==> src/rtl/priority_enc_seq.sv <==
// priority_enc_seq: sequential leading/trailing-one detector.
// Scans a WIDTH-bit vector CHUNK bits per cycle and stops at the first nonzero
// slice. It reports the 1-based position of the highest set bit (MSB mode) or
// the lowest set bit (LSB mode). A result of 0 with out_zero=1 means no bit was
// set. Requests and results each use a valid/ready handshake.
//
// state | meaning
// ------+------------------------------------------------------------
// IDLE  | ready for a request; in_ready=1
// SCAN  | examining one CHUNK slice per cycle from the chosen end
// DONE  | result presented on out_pos/out_zero until out_ready
module priority_enc_seq #(
  parameter int WIDTH = 32,
  parameter int CHUNK = 8,
  parameter int OW    = $clog2(WIDTH + 1)
) (
  input  logic             clk,
  input  logic             rst_n,
  input  logic             in_valid,
  output logic             in_ready,
  input  logic [WIDTH-1:0] in_data,
  input  logic             in_lsb_first,
  output logic             out_valid,
  input  logic             out_ready,
  output logic [OW-1:0]    out_pos,
  output logic             out_zero
);

  localparam int NCHUNK = WIDTH / CHUNK;
  localparam int CIW    = (NCHUNK > 1) ? $clog2(NCHUNK) : 1;
  localparam int LW     = $clog2(CHUNK + 1);

  // WIDTH must split into whole slices.
  if ((WIDTH % CHUNK) != 0) begin : g_bad_chunk
    $error("priority_enc_seq: WIDTH must be a multiple of CHUNK");
  end

  typedef enum logic [1:0] {
    IDLE = 2'd0,
    SCAN = 2'd1,
    DONE = 2'd2
  } state_t;

  state_t state;
  state_t state_nxt;

  logic [WIDTH-1:0] data_q;
  logic             lsb_q;
  logic [CIW-1:0]   chunk_idx;

  logic             accept;
  logic [CHUNK-1:0] slice;
  logic             slice_nz;
  logic [LW-1:0]    local_pos;
  logic             last_chunk;
  logic [OW-1:0]    pos_hit;

  assign accept = in_valid && in_ready;

  // Select the slice addressed by chunk_idx.
  always_comb begin
    slice = '0;
    for (int c = 0; c < NCHUNK; c++) begin
      if (chunk_idx == CIW'(c)) begin
        slice = data_q[c*CHUNK +: CHUNK];
      end
    end
  end

  // Local 1-based position inside the slice. The loop direction makes the
  // last matching bit win: ascending finds the highest, descending the lowest.
  always_comb begin
    local_pos = '0;
    if (lsb_q) begin
      for (int i = CHUNK - 1; i >= 0; i--) begin
        if (slice[i]) local_pos = LW'(i + 1);
      end
    end else begin
      for (int i = 0; i < CHUNK; i++) begin
        if (slice[i]) local_pos = LW'(i + 1);
      end
    end
  end

  // Slice status, the end-of-scan test and the absolute hit position.
  // The last-chunk test is evaluated before any index step, so the index
  // never wraps.
  always_comb begin
    slice_nz   = |slice;
    last_chunk = lsb_q ? (chunk_idx == CIW'(NCHUNK - 1)) : (chunk_idx == '0);
    pos_hit    = OW'(chunk_idx) * OW'(CHUNK) + OW'(local_pos);
  end

  // State register.
  always_ff @(posedge clk or negedge rst_n) begin
    if (!rst_n) begin
      state <= IDLE;
    end else begin
      state <= state_nxt;
    end
  end

  // Next-state logic.
  always_comb begin
    state_nxt = state;
    case (state)
      IDLE: begin
        if (accept) state_nxt = SCAN;
      end
      SCAN: begin
        if (slice_nz || last_chunk) state_nxt = DONE;
      end
      DONE: begin
        if (out_ready) state_nxt = IDLE;
      end
      default: state_nxt = IDLE;
    endcase
  end

  // Handshake outputs, decoded from the state.
  always_comb begin
    in_ready  = 1'b0;
    out_valid = 1'b0;
    case (state)
      IDLE:    in_ready  = 1'b1;
      DONE:    out_valid = 1'b1;
      default: begin
        in_ready  = 1'b0;
        out_valid = 1'b0;
      end
    endcase
  end

  // Request capture and scan index. The operand and mode are sampled only on
  // the accepting edge.
  always_ff @(posedge clk or negedge rst_n) begin
    if (!rst_n) begin
      data_q    <= '0;
      lsb_q     <= 1'b0;
      chunk_idx <= '0;
    end else if (state == IDLE) begin
      if (accept) begin
        data_q    <= in_data;
        lsb_q     <= in_lsb_first;
        chunk_idx <= in_lsb_first ? '0 : CIW'(NCHUNK - 1);
      end
    end else if (state == SCAN) begin
      if (!slice_nz && !last_chunk) begin
        chunk_idx <= lsb_q ? (chunk_idx + CIW'(1)) : (chunk_idx - CIW'(1));
      end
    end
  end

  // Result registers. They are written once at the end of a scan and hold
  // through DONE and the following IDLE.
  always_ff @(posedge clk or negedge rst_n) begin
    if (!rst_n) begin
      out_pos  <= '0;
      out_zero <= 1'b0;
    end else if (state == SCAN) begin
      if (slice_nz) begin
        out_pos  <= pos_hit;
        out_zero <= 1'b0;
      end else if (last_chunk) begin
        out_pos  <= '0;
        out_zero <= 1'b1;
      end
    end
  end

endmodule

==> config.mk <==
export PLATFORM = sky130hd
export DESIGN_NAME = priority_enc_seq
export DESIGN_NICKNAME = d
export VERILOG_FILES = /design/src/rtl/priority_enc_seq.sv
export SDC_FILE = /design/constraint.sdc
export NUM_CORES = 1
export LEC_CHECK = 0
export BUFFER_PORTS_ARGS = -buffer_cell sky130_fd_sc_hd__buf_2
export CELL_PAD_IN_SITES_DETAIL_PLACEMENT = 1
export CELL_PAD_IN_SITES_GLOBAL_PLACEMENT = 1
export CORE_UTILIZATION = 38
export CTS_CLUSTER_SIZE = 25
export DETAILED_ROUTE_END_ITERATION = 6
export PLACE_DENSITY_LB_ADDON = 0.1
export RECOVER_POWER = 50
export SYNTH_ARGS = -nofsm -noshare
export SYNTH_HDL_FRONTEND = slang
export SYNTH_SLANG_ARGS = --single-unit
==> constraint.sdc <==
create_clock -name clk -period 2.7 [get_ports clk]
set_input_delay 0.27 -clock clk [delete_from_list [all_inputs] [get_ports clk]]
set_output_delay 0.27 -clock clk [all_outputs]
set_load 0.02 [all_outputs]
==> results of run 1 <==
==> final cells by class <==
| class | count | area, um^2 | area share |
|---|---|---|---|
| Inverter | 6 | 22.52 | 0.008349 |
| Sequential cell | 44 | 1101 | 0.4082 |
| Clock inverter | 3 | 18.77 | 0.006957 |
| Tap cell | 72 | 90.09 | 0.03340 |
| Clock buffer | 5 | 68.82 | 0.02551 |
| Multi-Input combinational cell | 128 | 1076 | 0.3989 |
| Timing Repair Buffer | 58 | 320.3 | 0.1187 |
==> timing repair <==
action / 4_1_cts / 5_1_grt
resized for setup: 0 / 15
hold endpoints to repair: 0 / 0
endpoints found under the setup margin: 0 / 8
buffers inserted: 0 / 3
hold buffers: 0 / 0
==> where the power goes <==
group / leakage, nW / internal, mW / switching, mW / total (mW)
combinational: 0.613 / 0.993 / 1.04 / 2.04
sequential: 0.522 / 0.990 / 0.255 / 1.24
clock: 0.0479 / 0.180 / 0.220 / 0.400
==> layer usage <==
metal  routed length (um)  track usage  vias to the layer above
li1                     -            -                      792
met5                    0            0                        -
met2                 2470       0.3071                       37
met1                 2295       0.2472                      822
met4                   72      0.05094                        0
met3                  213      0.04235                       10
==> kinds of logic after synthesis <==
family                     synth area share
AOI/OAI and AO/OA                    0.1475
xor gates and xnor gates           0.004019
adders and majority gates           0.03444
buffers and inverters               0.02870
DFF                                  0.5052
muxes                                0.1745
and+or+nand+nor                      0.1056
==> path summary, 6_finish.rpt <==
path,startpoint,end,depth (start not counted)
min,out_ready,state[1],2
max reg2reg,chunk_idx[1],out_pos[4],10
min in group asynchronous,rst_n,data_q[19],1
max,chunk_idx[1],out_pos[4],10
max in group asynchronous,rst_n,out_pos[5],1
min reg2reg,out_pos[2],out_pos[2],1
==> flip-flops by register name, summed over array words and instances, names as in the netlist <==
register	count
data_q	32
out_pos	6
chunk_idx	2
state	2
lsb_q	1
out_zero	1
==> cells in the final DEF (no fill, tap or decap), drive strengths merged <==
master / instances
o22a: 2
a22o: 5
inv: 6
o21ai: 9
or2: 2
nor2: 7
nand3b: 1
nand2b: 4
nor2b: 2
and2: 3
nand4: 1
mux2: 32
a221oi: 1
a21o: 1
nand2: 19
clkbuf: 10
a211oi: 1
o21a: 1
o21bai: 1
a2bb2oi: 1
or3b: 1
ha: 6
o22ai: 1
mux2i: 2
a21boi: 1
a32o: 2
o211ai: 7
xnor2: 1
o221ai: 4
nand3: 3
clkinv: 3
dfrtp: 44
nor4: 1
a21oi: 5
o2111ai: 1
buf: 53
==> stage by stage <==
step	hold slack (ps)	instance area, um^2	setup TNS, ps	util	setup slack, ps
final	144.7	2698	0	0.4899	84.38
after global routing	155.1	2698	-92.87	0.4899	-92.87
after CTS	139.1	2618	0	0.4753	9.089
after detailed placement	462.4	2530	0	0.4594	16.40
after global placement	444.4	2530	0	0.4594	174.2
after floorplan	-25.59	2180	0	-	172.6
==> run summary, run 1 <==
The number of hold-slack violations in the final timing report is 0. The setup path with the least slack is of type reg -> reg. The total count of max-transition violations in the final report came out at 45. Counting every sink on the clock net gives 44. The max-cap check violation count came out at 1.

The filler cells instantiated in the layout total 601. Setup violations remaining at the end of the flow were counted as 0. In this run the number of H-tree levels came out at 2.

The setup slack of the most critical reg-to-reg path is 80 ps. Counting both buffers and inverters, the worst setup path holds a total of 1. The cell with the biggest individual delay on the critical path is sky130_fd_sc_hd__dfrtp_1. The via count is 1661. The share of Yosys cell area claimed by the top area cell type came out at 0.5052. The register bit total from synthesis came out at 44. The number of cells produced by synthesis is 186. The die outline height came out at 77.74 um. The number of I/O pins is 46.

After detailed routing, the average wire length per cell comes to 15.98 um. The detailed placer's ending HPWL came out at 3.829 mm. The leakage power figure came out at 1.183 nW. The placer's final routability congestion estimate is 0.8441. The flow ran to the end, but the final reports show violations. In the synthesized netlist the async set-or-reset flop fraction comes to 1.000. Data on the critical path is required at its endpoint by 2880 ps. The initialized floorplan defines 27 standard-cell rows. The total overflow reported by the global router came out at 0.

The insertion delay of the later-clocked pin in the worst-skew pair is 300 ps. The worst-case clock buffer depth came out at 2. The number of enable-type register cells in the synthesized netlist came out at 0. In the routed design, unresolved DRC markers number 0. The initial standard-cell utilization of the core came out at 0.3958. For this design the ratio of total power to cell area is 1365 nW/um^2. The x dimension of the die is 77.74 um. The CTS buffer count came out at 5. In this run the worst path has a maximum fanout of 9. The largest stage delay on the critical path is 440 ps. The final layout net count came out at 286. The synthesized net count came out at 229.

The minimum period implied by the final worst setup slack is 2616 ps. The total power after layout is 3.681 mW. The average via count per standard cell is 5.256.

The CTS clock-pin slew for the worst setup and hold paths came out at 80 ps. The non-filler instance count after layout came out at 316. The growth of design area from synthesis to finish is 23.77%. The synthesized area per cell is 11.72 um^2.

The final critical-path share of the clock period came out at 0.9687. The library cell used as clock root buffer is sky130_fd_sc_hd__clkbuf_8. The worst setup path is launched from a register.

The final reports fail on capacitance limit, slew limit. The synthesized design spends more area on one cell type than any other, namely sky130_fd_sc_hd__dfrtp_1. The number of warnings reported in the yosys synthesis log is 0. Sorting the synthesized cells by area gives the leading types as sky130_fd_sc_hd__dfrtp_1, sky130_fd_sc_hd__mux2_2, sky130_fd_sc_hd__ha_1. The synthesized cell area came out at 2180 um^2. The relative max-transition margin came out at -0.5150. 0 antenna diodes ended up in the layout. The CTS tree is done. The number of global-route vias before repair came to 1805. The global-route wire length before repair came out at 8.749 mm. The die area came out at 6043 um^2. The count of input and output buffers is 45.

The post-synthesis sequential area ratio came out at 0.5052. The final wirelength came out at 5.051 mm. The arrival time at the worst endpoint is 2800 ps. The first-pass iteration count of the detailed router is 4. For this run, the leading register cell type out of synthesis is sky130_fd_sc_hd__dfrtp_1. The placeable core region came out at 5507 um^2.

The maximum operating frequency came out at 0.3823 GHz. The dominant cell type by count on the critical path is sky130_fd_sc_hd__ha_1. The kind of cell with the highest combined delay along the critical path is compound AO/OA/AOI/OAI gates.

The placed cell count is 305. The final setup skew is 11.76 ps. The maximum resistive drop on vdd is 492.3 uV. The slew at the pin with the worst max-slew slack came out at 2273 ps.

Across every metal layer, demand over resource in global routing totals 0.1869. The signal on the critical path passes through ha_1, inv_1, o22ai_2, a2bb2oi_2, nand3_2, or2_4, a21boi_2, ha_1, ha_1, a22o_1. Counting instances in the post-synthesis netlist gives the leading cell types as sky130_fd_sc_hd__dfrtp_1, sky130_fd_sc_hd__mux2_2, sky130_fd_sc_hd__nand2_1, sky130_fd_sc_hd__o21ai_0. The worst hold path belongs to the class in -> reg.

Yosys instantiated no cell more often than sky130_fd_sc_hd__dfrtp_1. The number of antenna violations at the first check in global routing was 0. The count of nets left with antenna violations after detail routing came out at 0. The proportion of layout cells with a drive suffix above 1 is 0.4426. The violation count after the first detailed-route iteration came out at 49. The maximum number of pins on one net before global-route repair is 45.

Counting distinct cell types in the post-synthesis netlist gives 39. The worst setup path is captured at a register.
No activity file was read; power rests on OpenSTA's default activity.
==> run 2: changes to the inputs <==
--- a/config.mk
+++ b/config.mk
@@ -8,7 +8,7 @@
 export BUFFER_PORTS_ARGS = -buffer_cell sky130_fd_sc_hd__buf_2
 export CELL_PAD_IN_SITES_DETAIL_PLACEMENT = 1
 export CELL_PAD_IN_SITES_GLOBAL_PLACEMENT = 1
-export CORE_UTILIZATION = 38
+export CORE_UTILIZATION = 35
 export CTS_CLUSTER_SIZE = 25
 export DETAILED_ROUTE_END_ITERATION = 6
 export PLACE_DENSITY_LB_ADDON = 0.1
==> run 2 against run 1 <==
The run now ends clean. Clock skew decreased by 4.9 ps. Non-clock buffer count decreased by 2. First-iteration DRC count decreased by 4.1%. Die area increased by 8.3%. Power increased by 0.63%. Sequential power about the same. Maximum frequency increased by 0.87%. Register-to-register slack improved by 20 ps. Critical path depth unchanged. Core utilization decreased by 3.6 points. Worst hold slack got worse by 28 ps. Cell area increased by 0.28%. Critical endpoint unchanged. Largest cell class unchanged.
==> run summary, run 2 (synthesized netlist as in run 1, its figures left out) <==
For this run, the post-layout net count is 284. Across the run, the number of max-cap violations was 0. The die area came out at 6547 um^2.

The critical path is of the reg -> reg type. The count of buffers added on input and output ports is 45. The library cell used most frequently in the layout, excluding fill and tap cells, is sky130_fd_sc_hd__dfrtp_1. Counting cells, the worst reg-to-reg path comes to 10. The total power after layout came out at 3.704 mW. The final worst hold slack came out at 116.8 ps. The endpoint identified for the worst register-to-register timing path is out_pos[4]. The number of diodes added for antenna fixing came out at 0. In the global route stage, overall resource usage came out at 0.1840. The maximum number of pins on one net before global-route repair came out at 45. The total overflow reported by the global router came out at 0.

The count of unresolved DRC violations after routing is 0. The first detailed-routing pass took 4 iterations. VDD sags by at most 403.7 uV. The via count came out at 1643. Clock tree synthesis selected as its root buffer the cell sky130_fd_sc_hd__clkbuf_8. Setup repair after global routing left no endpoint under its margin. After the flow finishes, the layout carries non-filler instances totaling 316. The detailed placer's ending HPWL is 3.947 mm. The final setup violation count came out at 0. The final wirelength came out at 5.272 mm. In this run the count of I/O pins placed on the die edge is 46. The register with the most flip-flops in the final layout is data_q. The flow ran to the end, and the final reports show no timing, DRC or antenna violations. The path length in cells of the critical path came out at 10.

The worst slack at placement came out at -4.526 ps. The CTS clock-pin slew for the worst setup and hold paths came out at 80 ps. The placement row count came out at 28.

Once routing completed, OpenROAD measured the worst setup slack at 107.0 ps. STA puts the critical path data arrival time at 2780 ps. The start of the worst register-to-register path is chunk_idx[0].

For flop-to-flop paths, the worst setup slack is 110 ps. The final critical-path share of the clock period is 0.9604. In this run, the number of DRC markers left after iteration 0 of detailed routing was 47. After detailed routing, the average wire length per cell comes to 16.68 um.

The combined buffer and inverter count along the critical path is 0. The growth of design area from synthesis to finish came out at 24.11%. The peak fanout along the critical path came out at 5. The insertion delay of the later-clocked pin in the worst-skew pair came out at 300 ps.

The count of nets left with antenna violations after detail routing is 0. The cell with the biggest individual delay on the critical path is sky130_fd_sc_hd__dfrtp_2. The total cell area at the placement stage is 2534 um^2.

The die outline height is 80.92 um. The total count of max-transition violations in the final report came to 0. The worst setup path is launched from a register. The final setup skew is 6.896 ps.

The cell family contributing the most delay on the critical path is compound AO/OA/AOI/OAI gates. The capture point of the critical path is out_pos[4]. In this run the power density over the cells is 1369 nW/um^2. The type of element capturing the critical path is a register.

The worst-case clock buffer depth came out at 2. The post-layout utilization of the core came out at 0.4542. The x dimension of the die is 80.92 um. TritonCTS built the clock tree.

The relative max-transition margin came out at 0.3612. The final instance area came out at 2705 um^2. In this run the number of H-tree levels came out at 2.

In this run, placement finished with an instance count of 308. For the final routed database, the setup TNS stands at 0 ps. The leakage power figure came out at 1.163 nW.

The number of buffers inserted for hold repair after clock tree synthesis came out at 0. Based on the critical path, the design can be clocked at up to 0.3857 GHz. The min-delay analysis places its worst path in the category in -> async.

The library cells used most frequently in the layout, excluding fill and tap cells, are sky130_fd_sc_hd__dfrtp_1, sky130_fd_sc_hd__buf_2, sky130_fd_sc_hd__mux2_2, sky130_fd_sc_hd__nand2_1, sky130_fd_sc_hd__buf_4. The critical path required time is 2880 ps. The register with the most flip-flops in the layout has 32 of them. The largest registers in the layout are data_q (32), out_pos (6).

The minimum period implied by the final worst setup slack came out at 2593 ps. The average via count per standard cell came out at 5.199. The congestion estimate from routability-driven global placement came to 0.8253.

The slew at the pin with the worst max-slew slack is 958.2 ps. The number of hold-slack violations in the final timing report is 0. The number of clock sinks came out at 44.

Of the cells placed in the final design, the portion with a size suffix greater than 1 is 0.4481. The initial utilization of the core area, before any placement, comes to 0.3660. The number of antenna violations at the first check in global routing is 0. The signal on the critical path passes through ha_4, or2_4, a221oi_4, a2bb2oi_2, nand3_2, or2_1, a21boi_1, ha_2, ha_1, a22o_1. The number of global-route vias before repair is 1732. The global-route wire length before repair is 8.928 mm. The largest stage delay on the critical path is 470 ps. The first element of the critical path is chunk_idx[0]. Counting the buffers created by CTS gives 5.

The placeable core region came out at 5956 um^2.
## run 2: cell types whose count changed in the layout (fill, tap and decap cells not counted), moves of 2 or more
cell / previous run / this run
sky130_fd_sc_hd__dfrtp_1: 44 / 42
sky130_fd_sc_hd__inv_1: 5 / 3
sky130_fd_sc_hd__dfrtp_2: 0 / 2
sky130_fd_sc_hd__ha_1: 3 / 1
sky130_fd_sc_hd__ha_4: 1 / 4
## run 2: what timing repair did
action | in CTS | in global routing
resized for setup | 0 | 21
endpoints found under the setup margin | 0 | 8
buffers inserted | 0 | 1
## run 2: layer usage
metal,up-vias,GRT usage,wire [um]
li1,781,-,-
met1,821,0.2449,2362
met2,35,0.2908,2587
met3,6,0.04157,223
met4,0,0.06964,99
met5,-,0,0
## run 2: worst min-delay path by stage
| stage | end | slack [ps] | depth (start not counted) |
|---|---|---|---|
| after global routing | state[1] | 160 | 2 |
| final | data_q[24] | 120 | 1 |
| after global placement | data_q[24] | 440 | 1 |
| after detailed placement | state[1] | 460 | 2 |
| after CTS | state[1] | 150 | 2 |
| after floorplan | chunk_idx[0] | -30 | 0 |
## run 2: report_power, final
group / leakage [nW] / switching, mW / internal [mW]
Clock: 0.0410 / 0.210 / 0.176
Combinational: 0.602 / 1.06 / 0.997
Sequential: 0.520 / 0.271 / 0.993
Total: 1.16 / 1.54 / 2.17
## run 2: area by class of cell
| class | count | area, um^2 |
|---|---|---|
| sequential | 44 | 1104 |
| inverter | 6 | 25.02 |
| multi-input combinational | 128 | 1102 |
| tap | 75 | 93.84 |
| timing repair buffer | 56 | 302.8 |
| fill | 668 | 3251 |
| clock buffer | 6 | 72.57 |
| clock inverter | 1 | 5.005 |
